<file path="config.mk">
export PLATFORM = sky130hd
export DESIGN_NAME = minirisc_irq_ctrl_flat
export DESIGN_NICKNAME = d
export VERILOG_FILES = /design/src/rtl/minirisc_irq_ctrl_pkg.sv /design/src/rtl/minirisc_irq_ctrl_if.sv /design/src/rtl/minirisc_irq_ctrl_stack.sv /design/src/rtl/minirisc_irq_ctrl.sv /design/src/flat_wrapper.sv
export SDC_FILE = /design/constraint.sdc
export NUM_CORES = 1
export LEC_CHECK = 0
export BUFFER_PORTS_ARGS = -buffer_cell sky130_fd_sc_hd__buf_2
export CAP_MARGIN = 20
export CORE_ASPECT_RATIO = 0.9
export CORE_MARGIN = 2
export CORE_UTILIZATION = 60
export CTS_BUF_LIST = sky130_fd_sc_hd__clkbuf_16
export CTS_CLUSTER_DIAMETER = 150
export DETAILED_ROUTE_END_ITERATION = 10
export GPL_TIMING_DRIVEN = 0
export PLACE_DENSITY = 0.84
export SYNTH_ARGS = -nofsm -noshare
export SYNTH_HDL_FRONTEND = slang
export SYNTH_HIERARCHICAL = 1
export SYNTH_SLANG_ARGS = --single-unit
</file>
<file path="constraint.sdc">
create_clock -name clk -period 7.2 [get_ports clk]
set_input_delay 0.36 -clock clk [delete_from_list [all_inputs] [get_ports clk]]
set_output_delay 0.36 -clock clk [all_outputs]
set_load 0.02 [all_outputs]
</file>
<file path="src/rtl/minirisc_irq_ctrl_pkg.sv">
// Shared definitions for the MiniRISC interrupt controller: FSM states,
// channel limits and the fixed-priority encoder.
package minirisc_irq_ctrl_pkg;

    localparam int unsigned MAX_IRQ  = 16;
    localparam int unsigned MAX_NEST = 8;

    typedef enum logic {
        IRQ_IDLE = 1'b0,
        IRQ_REQ  = 1'b1
    } irq_state_e;

    // Lowest set index among the first n bits of req; n when none is set.
    function automatic int unsigned prio_enc(input logic [MAX_IRQ-1:0] req,
                                             input int unsigned        n);
        int unsigned res;
        res = n;
        for (int unsigned i = 0; i < MAX_IRQ; i++) begin
            if (i < n && req[i] && res == n) begin
                res = i;
            end
        end
        return res;
    endfunction

endpackage

</file>
<file path="src/rtl/minirisc_irq_ctrl_if.sv">
// CPU-side handshake of the interrupt controller: request, vector and the
// ack/return pulses issued by the CPU controller FSM.
interface minirisc_irq_ctrl_if #(
    parameter int unsigned VEC_W = 4
);
    logic             cpu_irq;
    logic [VEC_W-1:0] vector;
    logic             cpu_int_ack;
    logic             cpu_int_ret;

    // CPU side
    modport master (
        input  cpu_irq,
        input  vector,
        output cpu_int_ack,
        output cpu_int_ret
    );

    // Interrupt controller side
    modport slave (
        output cpu_irq,
        output vector,
        input  cpu_int_ack,
        input  cpu_int_ret
    );
endinterface

</file>
<file path="src/rtl/minirisc_irq_ctrl_stack.sv">
// In-service LIFO: holds the ids of the ISRs currently running, innermost on
// top. A simultaneous push and pop replaces the top entry.
module minirisc_irq_ctrl_stack #(
    parameter int unsigned DEPTH = 4,
    parameter int unsigned W     = 4
) (
    input  logic                       clk,
    input  logic                       rst,
    input  logic                       push_i,
    input  logic                       pop_i,
    input  logic [W-1:0]               data_i,
    output logic [W-1:0]               top_o,
    output logic [$clog2(DEPTH+1)-1:0] count_o,
    output logic                       empty_o,
    output logic                       full_o
);
    localparam int unsigned CNT_W = $clog2(DEPTH + 1);

    logic [W-1:0]     stack_q [DEPTH];
    logic [CNT_W-1:0] count_q, count_d;
    logic             do_pop, do_push;
    int unsigned      wr_idx;

    assign empty_o = (count_q == '0);
    assign full_o  = (count_q == CNT_W'(DEPTH));
    assign count_o = count_q;
    assign do_pop  = pop_i && !empty_o;
    assign do_push = push_i && (!full_o || do_pop);

    // Next occupancy and write slot; pop-then-push lands on the old top slot.
    always_comb begin
        count_d = count_q;
        wr_idx  = 32'(count_q);
        if (do_pop) begin
            wr_idx = 32'(count_q) - 32'd1;
        end
        if (do_push && !do_pop) begin
            count_d = count_q + 1'b1;
        end else if (do_pop && !do_push) begin
            count_d = count_q - 1'b1;
        end
    end

    // Top-of-stack read mux.
    always_comb begin
        top_o = '0;
        for (int unsigned i = 0; i < DEPTH; i++) begin
            if (i + 32'd1 == 32'(count_q)) begin
                top_o = stack_q[i];
            end
        end
    end

    // Storage and occupancy registers.
    always_ff @(posedge clk or posedge rst) begin
        if (rst) begin
            count_q <= '0;
            for (int unsigned i = 0; i < DEPTH; i++) begin
                stack_q[i] <= '0;
            end
        end else begin
            count_q <= count_d;
            for (int unsigned i = 0; i < DEPTH; i++) begin
                if (do_push && i == wr_idx) begin
                    stack_q[i] <= data_i;
                end
            end
        end
    end

endmodule

</file>
<file path="src/rtl/minirisc_irq_ctrl.sv">
// MiniRISC interrupt controller: synchronises NUM_IRQ request lines, latches
// edge/level requests, picks the highest-priority maskable winner that may
// pre-empt the running ISR, and tracks nesting in an in-service stack.
module minirisc_irq_ctrl
    import minirisc_irq_ctrl_pkg::*;
#(
    parameter int unsigned          NUM_IRQ    = 8,
    parameter int unsigned          NEST_DEPTH = 4,
    parameter logic [NUM_IRQ-1:0]   EDGE_MASK  = '1
) (
    input  logic                            clk,
    input  logic                            rst,
    input  logic [NUM_IRQ-1:0]              irq_in,
    input  logic                            mask_wr,
    input  logic [NUM_IRQ-1:0]              mask_din,
    output logic [NUM_IRQ-1:0]              mask,
    output logic [NUM_IRQ-1:0]              pending,
    output logic [$clog2(NEST_DEPTH+1)-1:0] nest_level,
    output logic                            ret_err,
    minirisc_irq_ctrl_if.slave              bus
);
    localparam int unsigned      VEC_W        = $clog2(NUM_IRQ + 1);
    localparam logic [VEC_W-1:0] VEC_SPURIOUS = VEC_W'(NUM_IRQ);

    logic [NUM_IRQ-1:0] sync1_q, sync2_q, dly_q;
    logic [NUM_IRQ-1:0] pending_q, pending_d;
    logic [NUM_IRQ-1:0] mask_q;
    logic [NUM_IRQ-1:0] rise, eligible;
    irq_state_e         state_q;
    logic               cpu_irq_q;
    logic [VEC_W-1:0]   vector_q;
    logic               ret_err_q;

    logic [VEC_W-1:0]   winner_id, top_id;
    logic               presentable, push;
    logic               stk_empty, stk_full;

    assign rise      = sync2_q & ~dly_q;
    assign eligible  = pending_q & mask_q;
    assign winner_id = VEC_W'(prio_enc(MAX_IRQ'(eligible), NUM_IRQ));

    // A winner may only pre-empt a lower-priority ISR and only if there is room.
    assign presentable = (winner_id != VEC_SPURIOUS) && !stk_full &&
                         (stk_empty || winner_id < top_id);
    assign push        = bus.cpu_int_ack && presentable;

    assign mask        = mask_q;
    assign pending     = pending_q;
    assign ret_err     = ret_err_q;
    assign bus.cpu_irq = cpu_irq_q;
    assign bus.vector  = vector_q;

    // Pending next state: edge channels latch (set beats ack clear), level follow.
    always_comb begin
        pending_d = pending_q;
        for (int unsigned i = 0; i < NUM_IRQ; i++) begin
            if (EDGE_MASK[i]) begin
                if (rise[i]) begin
                    pending_d[i] = 1'b1;
                end else if (push && winner_id == VEC_W'(i)) begin
                    pending_d[i] = 1'b0;
                end
            end else begin
                pending_d[i] = sync2_q[i];
            end
        end
    end

    // Synchronisers, edge-detect delay, pending, mask and sticky return error.
    always_ff @(posedge clk or posedge rst) begin
        if (rst) begin
            sync1_q   <= '0;
            sync2_q   <= '0;
            dly_q     <= '0;
            pending_q <= '0;
            mask_q    <= '0;
            ret_err_q <= 1'b0;
        end else begin
            sync1_q   <= irq_in;
            sync2_q   <= sync1_q;
            dly_q     <= sync2_q;
            pending_q <= pending_d;
            if (mask_wr) begin
                mask_q <= mask_din;
            end
            if (bus.cpu_int_ret && stk_empty) begin
                ret_err_q <= 1'b1;
            end
        end
    end

    // Request FSM with registered cpu_irq and vector; ack forces one IDLE cycle.
    always_ff @(posedge clk or posedge rst) begin
        if (rst) begin
            state_q   <= IRQ_IDLE;
            cpu_irq_q <= 1'b0;
            vector_q  <= '0;
        end else if (bus.cpu_int_ack) begin
            vector_q  <= presentable ? winner_id : VEC_SPURIOUS;
            cpu_irq_q <= 1'b0;
            state_q   <= IRQ_IDLE;
        end else begin
            case (state_q)
                IRQ_IDLE: begin
                    cpu_irq_q <= 1'b0;
                    if (presentable) begin
                        state_q   <= IRQ_REQ;
                        cpu_irq_q <= 1'b1;
                    end
                end
                IRQ_REQ: begin
                    if (presentable) begin
                        cpu_irq_q <= 1'b1;
                    end else begin
                        cpu_irq_q <= 1'b0;
                        state_q   <= IRQ_IDLE;
                    end
                end
                default: begin
                    cpu_irq_q <= 1'b0;
                    state_q   <= IRQ_IDLE;
                end
            endcase
        end
    end

    minirisc_irq_ctrl_stack #(
        .DEPTH (NEST_DEPTH),
        .W     (VEC_W)
    ) u_stack (
        .clk     (clk),
        .rst     (rst),
        .push_i  (push),
        .pop_i   (bus.cpu_int_ret),
        .data_i  (winner_id),
        .top_o   (top_id),
        .count_o (nest_level),
        .empty_o (stk_empty),
        .full_o  (stk_full)
    );

endmodule
</file>
<file path="src/flat_wrapper.sv">
// flat-port wrapper written by rule: the top's interface ports become plain ports
module minirisc_irq_ctrl_flat import minirisc_irq_ctrl_pkg::*;
#(
    parameter int unsigned          NUM_IRQ    = 8,
    parameter int unsigned          NEST_DEPTH = 4,
    parameter logic [NUM_IRQ-1:0]   EDGE_MASK  = '1
)
  (clk, rst, irq_in, mask_wr, mask_din, mask, pending, nest_level, ret_err, bus_cpu_irq, bus_vector, bus_cpu_int_ack, bus_cpu_int_ret);
  minirisc_irq_ctrl_if bus_i ();
  input  logic clk;
  input  logic rst;
  input  logic [NUM_IRQ-1:0] irq_in;
  input  logic mask_wr;
  input  logic [NUM_IRQ-1:0] mask_din;
  output logic [NUM_IRQ-1:0] mask;
  output logic [NUM_IRQ-1:0] pending;
  output logic [$clog2(NEST_DEPTH+1)-1:0] nest_level;
  output logic ret_err;
  output wire logic [$bits(bus_i.cpu_irq)-1:0] bus_cpu_irq;
  output wire logic [$bits(bus_i.vector)-1:0] bus_vector;
  input wire logic [$bits(bus_i.cpu_int_ack)-1:0] bus_cpu_int_ack;
  input wire logic [$bits(bus_i.cpu_int_ret)-1:0] bus_cpu_int_ret;
  assign bus_cpu_irq = bus_i.cpu_irq;
  assign bus_vector = bus_i.vector;
  assign bus_i.cpu_int_ack = bus_cpu_int_ack;
  assign bus_i.cpu_int_ret = bus_cpu_int_ret;
  minirisc_irq_ctrl #(.NUM_IRQ(NUM_IRQ), .NEST_DEPTH(NEST_DEPTH), .EDGE_MASK(EDGE_MASK)) u_core (.clk(clk), .rst(rst), .irq_in(irq_in), .mask_wr(mask_wr), .mask_din(mask_din), .mask(mask), .pending(pending), .nest_level(nest_level), .ret_err(ret_err), .bus(bus_i));
endmodule
</file>
==> impl_metrics.tcl <==
set metrics [dict create \
    end_kind "flop" \
    relSlewSlack 0.418 \
    die_area_mm2 0.00546 \
    reg2reg_depth 18 \
    grt_pass1_vias 2109 \
    dpl.cell_count 354 \
    cp-start-kind "flop" \
    synth_nets 275 \
    wirelength_um 5920 \
    syn_inst 244 \
    r2r-end "u_core/u_stack/stack_q[1]$_DFFE_PP0P_" \
    ys_ff_latch 65 \
    cts_buffers 9 \
    ys_warn_count 6 \
    grt_pass1_wl_um 10400 \
    clk_path_buf_depth 2 \
    cts_setup_buffers 0 \
    synth.avg_cell_area_um2 12.0 \
    status "finished, final reports clean" \
    layout-drive-gt1-share 0.314 \
    yosysUniqueCellTypes 50 \
    reg2reg_slack_ns 3.09 \
    power_density_mw_per_mm2 400 \
    r2r-start "u_core/u_stack/count_o[0]$_DFFE_PP0P_" \
    ir_drop_mv 0.376 \
    critPathMaxFanout 11 \
    viasPerCell 5.65 \
    hold_path_depth 1 \
    period_share 0.571 \
    nets 332 \
    ant_nets 0 \
    hp-start "irq_in[5]" \
    gr-usage-all-layers 0.250 \
    portBuffers 44 \
    crit_type "reg2reg" \
    grt_max_degree 46 \
    setup_violations 0 \
    worst_pin_slew_ns 0.865 \
    root_buffer "clkbuf_16" \
    synth_edf_count 0 \
    finalSetupTns_ns 0 \
    drv_slew 0 \
    hold_end "u_core/sync1_q[5]$_DFF_PP0_" \
    clock_skew_ns 0.00443 \
    cts-resized-gates 0 \
    dp_hpwl_um 4070 \
    num_antenna_cells 0 \
    avgRoutedWirePerCell_um 16.0 \
    cp.arrival_ns 4.31 \
    clk_latency_ns 0.33 \
    initial_core_util 0.614 \
    rsz0062_at_grt "no" \
    power.leakage_nw 1.64 \
    vias 2098 \
    synthFlopType "dfrtp_1" \
    overflow 0 \
    finalHoldViolCount 0 \
    drt_pre_antenna_iters 4 \
    ios 46 \
    utilization 0.747 \
    post-route-min-period_ns 4.11 \
    row_count 24 \
    cts-htree-levels 3 \
    drt_iter0_drc 150 \
    clock.fmax_mhz 243 \
    fill_cells 306 \
    clk_pin_slew_ns 0.06 \
    grt_antenna_before_repair 0 \
    setup_ws_ns 3.09 \
    ctsHoldBuffers 1 \
    gp_congestion 0.861 \
    drc 0 \
    pre_cts_ws_ns 3.20 \
    clock-sinks 65 \
    die_h_um 70.3 \
    syn_to_final_growth_pct 21.7 \
    instances_no_fill 371 \
    p_total_mw 1.43 \
    crit_required_ns 7.40 \
    max-cap-violations 0 \
    syn_area_mm2 0.00293 \
    die_x_um 77.7 \
    cts_tree "built" \
    ys_seq_area_frac 0.555 \
    synth_async_sr_flop_share 1.00 \
    core_area_mm2 0.00477 \
    min_path_type "in2reg" \
]
[synthesized netlist by cell type (2+ instances only)]
master,count,share of area
inv_2,2,0.0026
o211ai_4,2,0.015
a21oi_1,6,0.010
a22o_1,3,0.0090
o21ai_0,13,0.022
mux2_1,10,0.038
and2_1,2,0.0043
ha_1,10,0.043
a31oi_1,2,0.0043
mux2_2,14,0.054
o21ai_2,4,0.012
dfrtp_1,65,0.55
nand2b_1,3,0.0064
a211oi_1,4,0.010
clkbuf_1,2,0.0026
o2111ai_1,2,0.0060
nand2_1,21,0.027
inv_1,18,0.023
nor2_1,11,0.014
a2bb2oi_1,2,0.0060
nor2b_1,7,0.015
a21boi_0,2,0.0051
nor4_1,3,0.0064
nand3_1,4,0.0068
a22oi_1,7,0.018
[critical path: stages (launching register included)]
cell       delay, ns
dfrtp_1         0.42
buf_2           0.19
inv_1           0.18
ha_1            0.27
and2_1          0.14
clkbuf_1        0.34
nand2_1         0.09
o21ai_0         0.09
inv_1           0.07
ha_1            0.31
nor2b_1         0.14
o2111ai_1       0.23
o221a_2         0.27
o211ai_4        0.09
inv_2           0.17
inv_1           0.11
a311oi_4        0.35
o21ai_2         0.18
mux2_1          0.35
[cell usage in the layout, fill, tap and decap left out, types with 6 or more instances in the layout]
cell and n:
nand2_1 21, mux2_2 14, buf_2 45, a22oi_1 7, dfrtp_1 65, nor2_1 11
inv_1 17, mux2_1 10, ha_1 10, o21ai_0 13, clkbuf_16 9, a21oi_1 6
nor2b_1 7
[per-layer routing]
layer / track usage / part of all wire / wire, µm / vias up
li1: - / - / - / 989
met1: 0.333 / 0.44 / 2610 / 1045
met2: 0.391 / 0.50 / 2950 / 58
met3: 0.0801 / 0.052 / 309 / 6
met4: 0.0833 / 0.0086 / 51 / 0
met5: 0 / 0 / 0 / -
[through the flow]
step                      cell area, µm²  hold WS, ns
after floorplan                     2930        0.311
after global placement              3230        0.332
after detailed placement            3250        0.234
after CTS                           3570        0.126
after global routing                3570        0.119
final                               3570        0.136
[kinds of logic after synthesis]
| logic type | count (synthesis) | share of synthesized area |
|---|---|---|
| compound gates | 60 | 0.171 |
| xor+xnor | 2 | 0.00597 |
| fa+ha+maj | 10 | 0.0427 |
| buf+inv | 24 | 0.0324 |
| flops | 65 | 0.555 |
| mux | 24 | 0.0922 |
| simple gates | 59 | 0.101 |
[layout make-up]
type / instances / area, µm² / share of cell area
well taps: 65 / 81.3 / 0.0228
flip-flops and latches: 65 / 1630 / 0.456
clock inverters: 7 / 78.8 / 0.0221
plain buffers: 4 / 20.0 / 0.00561
repair buffers: 46 / 250 / 0.0701
clock buffers: 9 / 225 / 0.0631
multi-input cells: 155 / 1210 / 0.339
inverters: 20 / 75.1 / 0.0210
[power by group]
group	internal (mW)	switching [mW]
Clock	0.270	0.162
Combinational	0.195	0.307
Sequential	0.437	0.0576
[worst max path at each step]
stage                                                startpoint                                      to  slack (ns)  depth (start not counted)
after detailed placement  u_core/u_stack/count_o[0]$_DFFE_PP0P_  u_core/u_stack/stack_q[10]$_DFFE_PP0P_        3.20                         18
after CTS                 u_core/u_stack/count_o[0]$_DFFE_PP0P_   u_core/u_stack/stack_q[1]$_DFFE_PP0P_        3.11                         18
after global placement    u_core/u_stack/count_o[0]$_DFFE_PP0P_   u_core/u_stack/stack_q[3]$_DFFE_PP0P_        3.26                         18
after global routing      u_core/u_stack/count_o[0]$_DFFE_PP0P_   u_core/u_stack/stack_q[1]$_DFFE_PP0P_        2.76                         18
after floorplan           u_core/u_stack/count_o[0]$_DFFE_PP0P_   u_core/u_stack/stack_q[0]$_DFFE_PP0P_        3.57                         18
final                     u_core/u_stack/count_o[0]$_DFFE_PP0P_   u_core/u_stack/stack_q[1]$_DFFE_PP0P_        3.09                         18
[state kept, by name (all words and copies together) (netlist names)]
| signal | flops |
|---|---|
| u_core/bus.vector | 4 |
| u_core/bus.cpu_irq | 1 |
| u_core/sync1_q | 8 |
| u_core/mask | 8 |
| u_core/u_stack/stack_q | 16 |
| u_core/u_stack/count_o | 3 |
| u_core/sync2_q | 8 |
| u_core/ret_err | 1 |
| u_core/pending | 8 |
| u_core/dly_q | 8 |
Power figures use the tool's default switching activity.
